==> src/rtl/pc_write_unit_pkg.sv <==
// Shared encodings for the PC write stage: next-PC sources, exception causes,
// exception-sequence states and the default handler vector addresses.
package pc_write_unit_pkg;

    typedef enum logic [1:0] {
        PC_SRC_ALU_RESULT = 2'b00,
        PC_SRC_ALU_OUT    = 2'b01,
        PC_SRC_JUMP       = 2'b10,
        PC_SRC_EPC        = 2'b11
    } pc_src_e;

    typedef enum logic [1:0] {
        CAUSE_OPCODE   = 2'b00,
        CAUSE_OVF      = 2'b01,
        CAUSE_DIV0     = 2'b10,
        CAUSE_RESERVED = 2'b11
    } exc_cause_e;

    typedef enum logic [1:0] {
        EXC_IDLE,
        EXC_SAVE,
        EXC_WAIT,
        EXC_LOAD
    } exc_state_e;

    localparam int unsigned DEF_VEC_OPCODE = 253;
    localparam int unsigned DEF_VEC_OVF    = 254;
    localparam int unsigned DEF_VEC_DIV0   = 255;

endpackage

==> src/rtl/pc_exc_fsm.sv <==
// Exception sequencer: state register, handler vector latch, busy and
// memory-read request generation.
module pc_exc_fsm
    import pc_write_unit_pkg::*;
#(
    parameter int unsigned WIDTH      = 32,
    parameter int unsigned VEC_OPCODE = DEF_VEC_OPCODE,
    parameter int unsigned VEC_OVF    = DEF_VEC_OVF,
    parameter int unsigned VEC_DIV0   = DEF_VEC_DIV0
) (
    input  logic             clk,
    input  logic             reset,
    input  logic             exc_req,
    input  logic [1:0]       exc_cause,
    output exc_state_e       state,
    output logic             exc_busy,
    output logic             exc_mem_rd,
    output logic [WIDTH-1:0] exc_mem_addr
);

    exc_state_e       state_next;
    logic [WIDTH-1:0] vec_addr;
    logic [WIDTH-1:0] vec_sel;

    always_comb begin
        vec_sel = WIDTH'(VEC_OPCODE);
        case (exc_cause_e'(exc_cause))
            CAUSE_OVF:  vec_sel = WIDTH'(VEC_OVF);
            CAUSE_DIV0: vec_sel = WIDTH'(VEC_DIV0);
            default:    vec_sel = WIDTH'(VEC_OPCODE);
        endcase
    end

    always_comb begin
        state_next = state;
        case (state)
            EXC_IDLE: if (exc_req) state_next = EXC_SAVE;
            EXC_SAVE: state_next = EXC_WAIT;
            EXC_WAIT: state_next = EXC_LOAD;
            EXC_LOAD: state_next = EXC_IDLE;
            default:  state_next = EXC_IDLE;
        endcase
    end

    // Vector is captured on acceptance so the address is already valid in SAVE.
    always_ff @(posedge clk) begin
        if (reset) begin
            state    <= EXC_IDLE;
            vec_addr <= '0;
        end else begin
            state <= state_next;
            if (state == EXC_IDLE && exc_req)
                vec_addr <= vec_sel;
        end
    end

    assign exc_busy     = (state != EXC_IDLE);
    assign exc_mem_rd   = (state == EXC_SAVE) || (state == EXC_WAIT);
    assign exc_mem_addr = exc_mem_rd ? vec_addr : '0;

endmodule

==> src/rtl/pc_write_unit.sv <==
// Program-counter stage: PC/EPC registers, next-PC mux and exception sequencing.
// Optional branch statistics counters enabled by PC_BRANCH_STATS_EN.
module pc_write_unit
    import pc_write_unit_pkg::*;
#(
    parameter int unsigned       WIDTH      = 32,
    parameter logic [WIDTH-1:0]  RESET_PC   = '0,
    parameter int unsigned       VEC_OPCODE = DEF_VEC_OPCODE,
    parameter int unsigned       VEC_OVF    = DEF_VEC_OVF,
    parameter int unsigned       VEC_DIV0   = DEF_VEC_DIV0
) (
    input  logic             clk,
    input  logic             reset,
    input  logic             pc_write,
    input  logic             pc_write_cond,
    input  logic             cond_in,
    input  logic [1:0]       pc_source,
    input  logic [WIDTH-1:0] alu_result,
    input  logic [WIDTH-1:0] alu_out,
    input  logic [25:0]      instr_idx,
    input  logic             exc_req,
    input  logic [1:0]       exc_cause,
    input  logic [7:0]       mem_data,
    output logic [WIDTH-1:0] pc,
    output logic [WIDTH-1:0] epc,
    output logic             exc_busy,
    output logic             exc_mem_rd,
    output logic [WIDTH-1:0] exc_mem_addr,
    output logic             pc_written
`ifdef PC_BRANCH_STATS_EN
    ,
    output logic [31:0]      br_taken_cnt,
    output logic [31:0]      br_not_taken_cnt
`endif
);

    exc_state_e       state;
    logic             idle;
    logic             pc_en;
    logic [WIDTH-1:0] pc_next;

    pc_exc_fsm #(
        .WIDTH      (WIDTH),
        .VEC_OPCODE (VEC_OPCODE),
        .VEC_OVF    (VEC_OVF),
        .VEC_DIV0   (VEC_DIV0)
    ) u_exc_fsm (
        .clk          (clk),
        .reset        (reset),
        .exc_req      (exc_req),
        .exc_cause    (exc_cause),
        .state        (state),
        .exc_busy     (exc_busy),
        .exc_mem_rd   (exc_mem_rd),
        .exc_mem_addr (exc_mem_addr)
    );

    assign idle  = (state == EXC_IDLE);
    // An exception request wins over any PC write in the same cycle.
    assign pc_en = idle && !exc_req && (pc_write || (pc_write_cond && cond_in));

    always_comb begin
        pc_next = alu_result;
        case (pc_src_e'(pc_source))
            PC_SRC_ALU_RESULT: pc_next = alu_result;
            PC_SRC_ALU_OUT:    pc_next = alu_out;
            PC_SRC_JUMP:       pc_next = {pc[WIDTH-1:28], instr_idx, 2'b00};
            PC_SRC_EPC:        pc_next = epc;
            default:           pc_next = alu_result;
        endcase
    end

    always_ff @(posedge clk) begin
        if (reset) begin
            pc         <= RESET_PC;
            epc        <= '0;
            pc_written <= 1'b0;
        end else begin
            pc_written <= 1'b0;
            if (pc_en) begin
                pc         <= pc_next;
                pc_written <= 1'b1;
            end
            if (state == EXC_SAVE)
                epc <= pc - WIDTH'(4);
            if (state == EXC_LOAD) begin
                pc         <= {{(WIDTH-8){1'b0}}, mem_data};
                pc_written <= 1'b1;
            end
        end
    end

`ifdef PC_BRANCH_STATS_EN
    always_ff @(posedge clk) begin
        if (reset) begin
            br_taken_cnt     <= '0;
            br_not_taken_cnt <= '0;
        end else if (idle && pc_write_cond && !pc_write) begin
            if (cond_in)
                br_taken_cnt <= br_taken_cnt + 32'd1;
            else
                br_not_taken_cnt <= br_not_taken_cnt + 32'd1;
        end
    end
`endif

endmodule

==> config.mk <==
export PLATFORM = sky130hd
export DESIGN_NAME = pc_write_unit
export DESIGN_NICKNAME = d
export VERILOG_FILES = /design/src/rtl/pc_write_unit_pkg.sv /design/src/rtl/pc_exc_fsm.sv /design/src/rtl/pc_write_unit.sv
export SDC_FILE = /design/constraint.sdc
export NUM_CORES = 1
export LEC_CHECK = 0
export CAP_MARGIN = 20
export CORE_MARGIN = 1.5
export CORE_UTILIZATION = 40
export CTS_CLUSTER_DIAMETER = 50
export DETAILED_ROUTE_END_ITERATION = 12
export PLACE_DENSITY = 0.91
export SYNTH_ARGS = -nofsm -noshare
export SYNTH_HDL_FRONTEND = slang
export SYNTH_HIERARCHICAL = 1
export SYNTH_SLANG_ARGS = --single-unit
==> constraint.sdc <==
create_clock -name clk -period 5.95 [get_ports clk]
set_input_delay 0.595 -clock clk [delete_from_list [all_inputs] [get_ports clk]]
set_output_delay 0.595 -clock clk [all_outputs]
set_load 0.01 [all_outputs]
[After elaboration in Yosys (flattened, before gate mapping)]
Cells that the tools add are included.
Widths: inputs -> output; s select.
Storage, ports and cells
  bits in read-only memories: 0
  latch bits: 0
  input bits: 108
  memory bits (writable): 0
  output and inout port bits: 99
  memories: 0
  register bits: 99
  word-level logic and storage cells: 40
Operators by class
  divide/modulo/power cells: 0
  mux-type cells: 9
  equal/unequal tests: 9
  magnitude comparators: 0
  bitwise logic cells: 1
  reduce and logical (&&, ||, !) cells: 13
  shift operators: 0
  add/subtract/negate cells: 1
  multipliers: 0
Operator list (count)
  $pmux 32 s4: 1
  $mux 32: 1
  $sub 32x3->32 const B: 1
  $mux 8: 2
  $eq 2x2->1 const B: 5
  $pmux 2 s4: 1
  $eq 2x1->1 const B: 3
  $logic_and 1x1->1: 4
  $logic_not 2->1: 2
  $pmux 2 s2: 1
  $reduce_bool 2->1: 2
  $logic_or 1x1->1: 2
  $mux 1: 2
  $mux 2: 1
  $ne 2x2->1 const B: 1
  $reduce_and 2->1: 1
  $reduce_or 2->1: 1
  $logic_not 1->1: 1
  $not 1->1: 1

[Depth between registers and ports, before layout]
Gate-level depths: netlist of the first run.
  depth in word-level cells: 5
  depth in mapped cells: 7
  depth with buffers taken out: 7

[Cells and area by module]
The synthesis of the first run kept the hierarchy.
By module, submodules not included
  pc_write_unit: sequential area each 1301.2 um2, times used 1, area an instance 3592.2 um2, cells an instance 395
  pc_exc_fsm: sequential area each 100.1 um2, times used 1, area an instance 476.7 um2, cells an instance 58

[Worst setup path before layout of the first run]
OpenSTA, ideal clock, no wires.
  path kind: flip-flop to flip-flop
  start: reg pc[9]
  end: reg epc[29]
  slack: 3.812 ns
  path buffers: 0
  arrival time: 2.047 ns
  period minus slack after synthesis: 2.138 ns
  required time: 5.859 ns
  cell stages (with the launch flop): 6
  setup time: 0.091 ns
  cells stage by stage: dfxtp_1 -> or4_4 -> nor4_4 -> nand3_2 -> or4_1 -> a311oi_1
On the way
  longest elaborated chain between the ends: 1
Ends and longest elaborated chain
  start, declared: RTL line pc_write_unit.sv:24  | output logic [WIDTH-1:0] pc,
  start signal, assigned: RTL line pc_write_unit.sv:81  | pc <= pc_next;
  start signal, assigned: RTL line pc_write_unit.sv:87  | pc <= {{(WIDTH-8){1'b0}}, mem_data};
  $sub 32x3->32: RTL line pc_write_unit.sv:85  | epc <= pc - WIDTH'(4);
  end signal, assigned: RTL line pc_write_unit.sv:85
  end, declared: RTL line pc_write_unit.sv:25  | output logic [WIDTH-1:0] epc,
No other way between the ends.
A chain may end at the register's enable or synchronous reset.

[Final worst setup path of the first run]
  start: reg u_exc_fsm.state[1]
  end: out exc_mem_addr[7]
On the way
  longest elaborated chain between the ends: 3
  elaborated cells on any way between the ends: 4
  classes of those cells: eq/ne: 2; mux: 1; reduce/logical: 1
Ends and longest elaborated chain
  start, declared: RTL line pc_exc_fsm.sv:15  | output exc_state_e state,
  start signal, assigned: RTL line pc_exc_fsm.sv:51  | state <= state_next;
  $eq 2x1->1 or $eq 2x2->1 (tied branches): RTL line pc_exc_fsm.sv:58  | assign exc_mem_rd = (state == EXC_SAVE) || (state == EXC_WAIT);
  $logic_or 1x1->1 *: RTL line pc_exc_fsm.sv:58
  $mux 32 *: RTL line pc_exc_fsm.sv:59  | assign exc_mem_addr = exc_mem_rd ? vec_addr : '0;
  end, declared: RTL line pc_write_unit.sv:28  | output logic [WIDTH-1:0] exc_mem_addr,
Every way passes the cells marked *; elsewhere a longest branch is shown, timed or not.

==> results of run 1 <==
-- metrics by stage --
| step | setup WS (ps) | cell area, µm² | hold WS, ps | total power [mW] |
|---|---|---|---|---|
| floorplan | 3810 | 4160 | 429 | 1.53 |
| global placement | 3000 | 5830 | 445 | 2.02 |
| detailed placement | 2840 | 5830 | 460 | 2.07 |
| CTS | 3150 | 6080 | 478 | 2.55 |
| global route | 3010 | 6080 | 514 | 2.70 |
| finish | 3160 | 6080 | 485 | 2.54 |
-- critical path, stage by stage, from the launching register on --
cell and delay (ps):
dfxtp_1 540, inv_1 120, ha_1 370, and2_1 250
clkdlybuf4s50_1 580
-- path summary, 6_finish.rpt --
kind / slack, ps / cells past startpoint / endpoint / startpoint
min reg2reg: 490 / 2 / u_exc_fsm/vec_addr[2]$_SDFFE_PP0P_ / u_exc_fsm/vec_addr[2]$_SDFFE_PP0P_
min: 490 / 2 / u_exc_fsm/vec_addr[2]$_SDFFE_PP0P_ / u_exc_fsm/vec_addr[2]$_SDFFE_PP0P_
max reg2reg: 3470 / 5 / epc[29]$_SDFFE_PP0N_ / pc[11]$_SDFFE_PP0P_
max: 3160 / 4 / exc_mem_addr[7] / u_exc_fsm/state[1]$_SDFFE_PP0P_
-- metal layers --
layer,global-route usage,part of all wire,wire length (µm)
met5,0,0,0
met4,0.0982,0.025,323
met1,0.261,0.40,5060
met2,0.424,0.51,6520
met3,0.0608,0.066,837
-- registers in the layout, summed over array words and instances, names as in the netlist --
name and count:
pc 32, epc 32, u_exc_fsm/vec_addr 3, pc_written 1, u_exc_fsm/state 2
-- report_power, final --
part	total, mW	leakage, nW	switching [mW]	internal, mW
clock network	0.474	0.124	0.193	0.281
logic	1.31	1.51	0.647	0.666
registers	0.755	0.574	0.149	0.606
total	2.54	2.21	0.989	1.55
-- area by class of cell --
type,instances,area [µm²],area share
inverters,8,30.0,0.00494
clock buffers,9,124,0.0204
well taps,133,166,0.0274
multi-input cells,340,2410,0.396
repair buffers,185,1830,0.301
flip-flops and latches,70,1400,0.231
clock inverters,7,121,0.0200
-- cell families after synthesis --
family,Yosys count,synth area share
simple gates,165,0.197
compound gates,91,0.145
flops,70,0.344
buf+inv,66,0.0889
mux,33,0.161
xor+xnor,22,0.0474
fa+ha+maj,5,0.0154
other cells,1,0.000922
-- cell usage in the layout (no fill, tap or decap), types with 9 or more instances in the layout --
master           instances
clkdlybuf4s50_1        179
dfxtp_1                 70
nand2_1                 61
nor2_1                  54
a21oi_1                 39
a211oi_1                29
mux4_2                  26
conb_1                  24
xnor2_1                 14
clkbuf_8                 9
==> flow_summary.json, run 1 <==
{
  "status": "complete, no violations",
  "htree_levels": 3,
  "finalHoldViolCount": 0,
  "synth.most_common_cell": "dfxtp_1",
  "cts_root_buf": "clkbuf_8",
  "ys_ff_latch": 70,
  "tightest_slew_ps": 1030,
  "drive_above_1_share": 0.102,
  "required_ps": 5360,
  "antenna_found_initial": 0,
  "netlist_top_cells_area": "dfxtp_1, mux4_2, nand2_1, a211oi_1, buf_4",
  "fill_cells": 818,
  "die_w_um": 104,
  "core_area_um2": 9820,
  "crit_type": "flip-flop to primary output",
  "slew_headroom": 0.315,
  "track_usage": 0.235,
  "io_buffers": 182,
  "die_h_um": 104,
  "path_clk_slew_ps": 70,
  "ys.flop_type": "dfxtp_1",
  "maxCapViolCount": 0,
  "route.detailed.drc": 0,
  "grt_pass1_vias": 4118,
  "cp-end-kind": "primary output",
  "gpl.final_weighted_congestion": 0.838,
  "grt_pass1_wl_um": 20200,
  "hpwl_um": 9450,
  "rows": 36,
  "finalWirelength_um": 12700,
  "final_nets": 727,
  "wire_per_inst_um": 16.9,
  "vias_per_cell": 5.37,
  "area_growth_pct": 49.4,
  "numClockSinks": 70,
  "grt_max_degree": 63,
  "rsz0062_at_grt": "no",
  "clk_latency_ps": 350,
  "pin_count": 207,
  "drv_slew": 0,
  "power_leakage_nw": 2.21,
  "yosysWarnings": 6,
  "cts_resized": 0,
  "crit_fanout": 9,
  "vias": 4035,
  "first_pass_iters": 4,
  "die-area_um2": 10800,
  "cts_hold_buf": 0,
  "ir_worst_vdd_mv": 0.170,
  "period_share": 0.469,
  "place_inst": 736,
  "period_needed_ps": 2790,
  "hold_class": "flip-flop to flip-flop",
  "cts_tree": "done",
  "worstPathArrival_ps": 2190,
  "synthTopCellsByCount": "dfxtp_1, nand2_1, nor2_1, a21oi_1",
  "startpoint_type": "flip-flop",
  "gr-total-overflow": 0,
  "max_freq_ghz": 0.359,
  "cts.path.max_buffers": 2,
  "synth_edf_count": 0,
  "cts_setup_buffers": 0,
  "yosysUniqueCellTypes": 39,
  "synth_cells": 453,
  "netlist_area_um2": 4070,
  "setup_violations": 0,
  "ys_async_sr_fraction": 0,
  "initialDrtViolationCount": 145,
  "synth_area_leader_cell": "dfxtp_1",
  "cts_buffers": 9,
  "synth_top_area_frac": 0.344,
  "power_density_nw_per_um2": 418,
  "diodes": 0,
  "layout.cells.non_filler": 752,
  "start_util": 0.414,
  "skew_ps": 16.6,
  "seq_area_frac_synth": 0.344,
  "ant_nets": 0,
  "syn_area_per_cell_um2": 8.98,
  "tns_ps": 0,
  "finish.utilization": 0.619
}
No activity file was read; power rests on OpenSTA's default activity.
==> inputs of run 2 (changes only) <==
==> constraint.sdc (replaced) <==
create_clock -name clk -period 2.85 [get_ports clk]
set_input_delay 0.285 -clock clk [delete_from_list [all_inputs] [get_ports clk]]
set_output_delay 0.285 -clock clk [all_outputs]
set_load 0.01 [all_outputs]
==> run 2 against run 1 <==
  * Register-to-register slack lost 3000 ps
  * Design area grew 0.19%
  * Combinational power grew 110%
  * Clock power grew 95%
  * Utilization grew 0.11 points
  * Sequential power grew 110%
  * Via count grew 0.62%
  * Power grew 110%
  * Hold slack lost 11 ps
  * Critical path type unchanged
  * Critical endpoint is now exc_mem_addr[2]
  * Largest power group unchanged
==> flow_summary.json, run 2 (same netlist as run 1, synthesis figures left out) <==
{
  "status": "complete, no violations",
  "gr-total-overflow": 0,
  "clk_latency_ps": 340,
  "crit_chain": "inv_1, ha_1, and2_1, clkdlybuf4s50_1",
  "die_w_um": 104,
  "cts_setup_buffers": 0,
  "start_util": 0.414,
  "grt_max_degree": 47,
  "place_area_um2": 5860,
  "worstPathArrival_ps": 2180,
  "crit_buf_inv": 2,
  "cts_hold_buf": 0,
  "power_density_nw_per_um2": 864,
  "seqCellArea_um2": 1400,
  "wire_per_inst_um": 17.3,
  "mostFrequentLayoutCells": "clkdlybuf4s50_1, dfxtp_1, nand2_1, nor2_1, a21oi_1",
  "slew_headroom": 0.272,
  "htree_levels": 3,
  "first_pass_iters": 5,
  "rows": 36,
  "multi_input_area_um2": 2410,
  "cts_root_buf": "clkbuf_8",
  "area_growth_pct": 49.7,
  "skew_ps": 9.87,
  "max_stage_delay_ps": 570,
  "tns_ps": 0,
  "mostFrequentLayoutCell": "clkdlybuf4s50_1",
  "fill_cells": 822,
  "cts_tree": "done",
  "numClockSinks": 70,
  "core_area_um2": 9820,
  "required_ps": 2570,
  "cts_buffers": 9,
  "finalWirelength_um": 13000,
  "gpl.final_weighted_congestion": 0.825,
  "startpoint_type": "flip-flop",
  "min_path_cells": 2,
  "track_usage": 0.244,
  "period_needed_ps": 2470,
  "drive_above_1_share": 0.105,
  "top_regs": "epc: 32 flops, pc: 32 flops, u_exc_fsm/vec_addr: 3 flops",
  "cts_resized": 0,
  "period_share": 0.866,
  "path_clk_slew_ps": 80,
  "ant_nets": 0,
  "finish.utilization": 0.620,
  "route.detailed.drc": 0,
  "grt_pass1_vias": 4110,
  "crit_family": "buffers and inverters",
  "grt_pass1_wl_um": 21100,
  "final_nets": 729,
  "fin_area_um2": 6090,
  "power_leakage_nw": 2.21,
  "vias_per_cell": 5.38,
  "finalHoldViolCount": 0,
  "cts.path.max_buffers": 2,
  "hpwl_um": 9810,
  "crit_fanout": 9,
  "pin_count": 207,
  "die_h_um": 104,
  "maxCapViolCount": 0,
  "initialDrtViolationCount": 207,
  "hold_class": "flip-flop to flip-flop",
  "whs_ps": 474,
  "cp.depth": 4,
  "diodes": 0,
  "tightest_slew_ps": 1090,
  "drv_slew": 0,
  "antenna_found_initial": 0,
  "io_buffers": 182,
  "slowest_stage": "clkdlybuf4s50_1",
  "die-area_um2": 10800,
  "rsz0062_at_grt": "no",
  "total_power_mw": 5.26,
  "vias": 4060,
  "cp-end-kind": "primary output",
  "max_freq_ghz": 0.405,
  "ir_worst_vdd_mv": 0.335,
  "crit_type": "flip-flop to primary output",
  "ff2ff_path_depth": 5,
  "setup_violations": 0
}
## run 2: final cells by class
type | count | area share
Clock buffer | 9 | 0.0203
Clock inverter | 7 | 0.0173
Inverter | 8 | 0.00493
Multi-Input combinational cell | 340 | 0.395
Sequential cell | 70 | 0.230
Tap cell | 133 | 0.0273
Timing Repair Buffer | 187 | 0.305
## run 2: metal layers
layer | GRT usage | vias to the layer above | routed length [µm]
li1 | - | 1920 | -
met1 | 0.284 | 1918 | 5190
met2 | 0.430 | 197 | 6550
met3 | 0.0714 | 25 | 1050
met4 | 0.0774 | 0 | 250
met5 | 0 | - | 0
## run 2: power by group
group | switching, mW | internal [mW]
registers | 0.327 | 1.26
logic | 1.33 | 1.41
clock network | 0.418 | 0.507
total | 2.08 | 3.18
## run 2: through the flow
step	setup WS [ps]	instances
after global routing	253	754
after global placement	638	738
after floorplan	712	476
after detailed placement	523	738
final	382	754
after CTS	350	754
## run 2: path summary, 6_finish.rpt
kind / startpoint / end / slack, ps
setup / recovery: u_exc_fsm/state[1]$_SDFFE_PP0P_ / exc_mem_addr[2] / 380
hold / removal: u_exc_fsm/vec_addr[2]$_SDFFE_PP0P_ / u_exc_fsm/vec_addr[2]$_SDFFE_PP0P_ / 470
setup reg to reg: pc[11]$_SDFFE_PP0P_ / epc[29]$_SDFFE_PP0N_ / 500
hold reg to reg: u_exc_fsm/vec_addr[2]$_SDFFE_PP0P_ / u_exc_fsm/vec_addr[2]$_SDFFE_PP0P_ / 470
## run 2: worst min-delay path, delay by kind of cell (launching register included)
| kind | cells | cell delay, ps |
|---|---|---|
| flip-flops | 1 | 330 |
| AND/OR/NAND/NOR | 1 | 70 |
| AO/OA/AOI/OAI | 1 | 40 |
==> inputs of run 3 (changes only) <==
--- a/config.mk
+++ b/config.mk
@@ -7,10 +7,10 @@
 export LEC_CHECK = 0
 export CAP_MARGIN = 20
 export CORE_MARGIN = 1.5
-export CORE_UTILIZATION = 40
+export CORE_UTILIZATION = 41
 export CTS_CLUSTER_DIAMETER = 50
 export DETAILED_ROUTE_END_ITERATION = 12
-export PLACE_DENSITY = 0.91
+export PLACE_DENSITY = 0.84
 export SYNTH_ARGS = -nofsm -noshare
 export SYNTH_HDL_FRONTEND = slang
 export SYNTH_HIERARCHICAL = 1
==> run 3 against run 2 <==
  * Non-clock buffer count increased by 3
  * Highest routed layer unchanged
  * Via count decreased by 0.44%
  * Critical path type unchanged
  * First-iteration DRC count increased by 0.97%
==> flow_summary.json, run 3 (same netlist as run 1, synthesis figures left out) <==
{
  "vias": 4042,
  "cts.path.max_buffers": 2,
  "io_buffers": 182,
  "start_util": 0.420,
  "finish.utilization": 0.633,
  "ir_worst_vdd_mv": 0.426,
  "drv_slew": 0,
  "clk_latency_ps": 340,
  "pin_count": 207,
  "max_stage_delay_ps": 570,
  "cts_hold_buf": 0,
  "comb_power_share": 0.518,
  "p_int_mw": 3.28,
  "pwr-share-seq": 0.299,
  "diodes": 0,
  "core_area_um2": 9680,
  "startpoint_type": "flip-flop",
  "grt_max_degree": 48,
  "rr_startpoint": "pc[9]$_SDFFE_PP0P_",
  "cp.depth": 4,
  "htree_levels": 3,
  "grt_pass1_vias": 3974,
  "maxCapViolCount": 0,
  "antenna_found_initial": 0,
  "cts_buffers": 9,
  "hold_class": "flip-flop to flip-flop",
  "crit_fanout": 9,
  "drive_above_1_share": 0.109,
  "first_pass_iters": 4,
  "switchingPower_mw": 2.05,
  "whs_ps": 484,
  "skew_ps": 11.9,
  "initialDrtViolationCount": 209,
  "die_h_um": 103,
  "wire_per_inst_um": 16.6,
  "crit_chain": "inv_1, ha_1, and2_1, clkdlybuf4s50_1",
  "mostFrequentLayoutCell": "clkdlybuf4s50_1",
  "gr-total-overflow": 0,
  "area_growth_pct": 50.6,
  "startpoint": "u_exc_fsm/state[1]$_SDFFE_PP0P_",
  "tns_ps": 0,
  "crit_type": "flip-flop to primary output",
  "period_share": 0.871,
  "rows": 36,
  "final_nets": 732,
  "required_ps": 2570,
  "max_freq_ghz": 0.403,
  "finalHoldViolCount": 0,
  "path_clk_slew_ps": 80,
  "cts_root_buf": "clkbuf_8",
  "top_regs": "epc: 32 flops, pc: 32 flops, u_exc_fsm/vec_addr: 3 flops",
  "reg2reg_to": "epc[29]$_SDFFE_PP0N_",
  "power_leakage_nw": 2.23,
  "rsz0062_at_grt": "no",
  "cts_tree": "done",
  "slew_headroom": 0.401,
  "ff2ff_setup_slack_ps": 580,
  "mostFrequentLayoutCells": "clkdlybuf4s50_1, dfxtp_1, nand2_1, nor2_1, a21oi_1",
  "worstPathArrival_ps": 2200,
  "slowest_stage": "clkdlybuf4s50_1",
  "crit_buf_inv": 2,
  "setup_violations": 0,
  "cts_setup_buffers": 0,
  "ff2ff_path_depth": 5,
  "finalWirelength_um": 12600,
  "numClockSinks": 70,
  "route.detailed.drc": 0,
  "die-area_um2": 10500,
  "gpl.final_weighted_congestion": 0.849,
  "worstSetupEndpoint": "exc_mem_addr[2]",
  "grt_pass1_wl_um": 19300,
  "power_density_nw_per_um2": 870,
  "cts_resized": 0,
  "ant_nets": 0,
  "tightest_slew_ps": 899,
  "cp-end-kind": "primary output",
  "crit_family": "buffers and inverters",
  "p_clk_frac": 0.183,
  "swShare": 0.385,
  "hpwl_um": 9420,
  "period_needed_ps": 2480,
  "die_w_um": 103,
  "vias_per_cell": 5.34,
  "min_path_cells": 2,
  "status": "complete, no violations",
  "track_usage": 0.237
}
[run 3: cell types whose count changed in the layout (fill, tap and decap cells not counted), sizes merged]
cell,delta
buf,+3
bufinv,+1
clkinv,+1
clkinvlp,+1
inv,-3
[run 3: stage by stage]
stage               area, µm²  std cells  total power [mW]  setup WS [ps]
finish                   6130        757              5.33            367
global route             6130        757              5.71            206
CTS                      6130        757              5.34            341
detailed placement       5880        741              4.35            612
global placement         5880        741              4.27            682
floorplan                4160        476              3.20            712
[run 3: power by group through the flow]
stage	combinational [mW]	sequential, mW	clock (mW)
floorplan	1.57	1.63	0
finish	2.76	1.59	0.976
global route	3.03	1.63	1.04
detailed placement	2.74	1.61	0
CTS	2.77	1.59	0.988
global placement	2.68	1.59	0
[run 3: worst reg2reg max path: cells and delay by family, from the launching register on]
kind               cells  cell delay [ps]
AOI/OAI and AO/OA      1              240
and+or+nand+nor        4             1570
DFF                    1              380
[run 3: final cells by class]
cell class	count	area, µm²
inverter	8	30.0
sequential	70	1400
multi-input combinational	340	2410
tap	133	166
clock buffer	9	124
clock inverter	7	123
timing repair buffer	190	1880
fill	782	3550
[run 3: layer usage]
metal,wire [µm],global-route usage,vias up
li1,-,-,1916
met1,5070,0.277,1908
met2,6270,0.418,194
met3,984,0.0576,24
met4,285,0.0927,0
met5,0,0,-
[run 3: worst min path at each step]
| stage | startpoint | endpoint |
|---|---|---|
| after floorplan | reset | u_exc_fsm/state[1]$_SDFFE_PP0P_ |
| after global placement | u_exc_fsm/vec_addr[2]$_SDFFE_PP0P_ | u_exc_fsm/vec_addr[2]$_SDFFE_PP0P_ |
| after detailed placement | pc[1]$_SDFFE_PP0P_ | epc[1]$_SDFFE_PP0N_ |
| after CTS | pc[1]$_SDFFE_PP0P_ | epc[1]$_SDFFE_PP0N_ |
| after global routing | mem_data[5] | pc[5]$_SDFFE_PP0P_ |
| final | pc[0]$_SDFFE_PP0P_ | epc[0]$_SDFFE_PP0N_ |
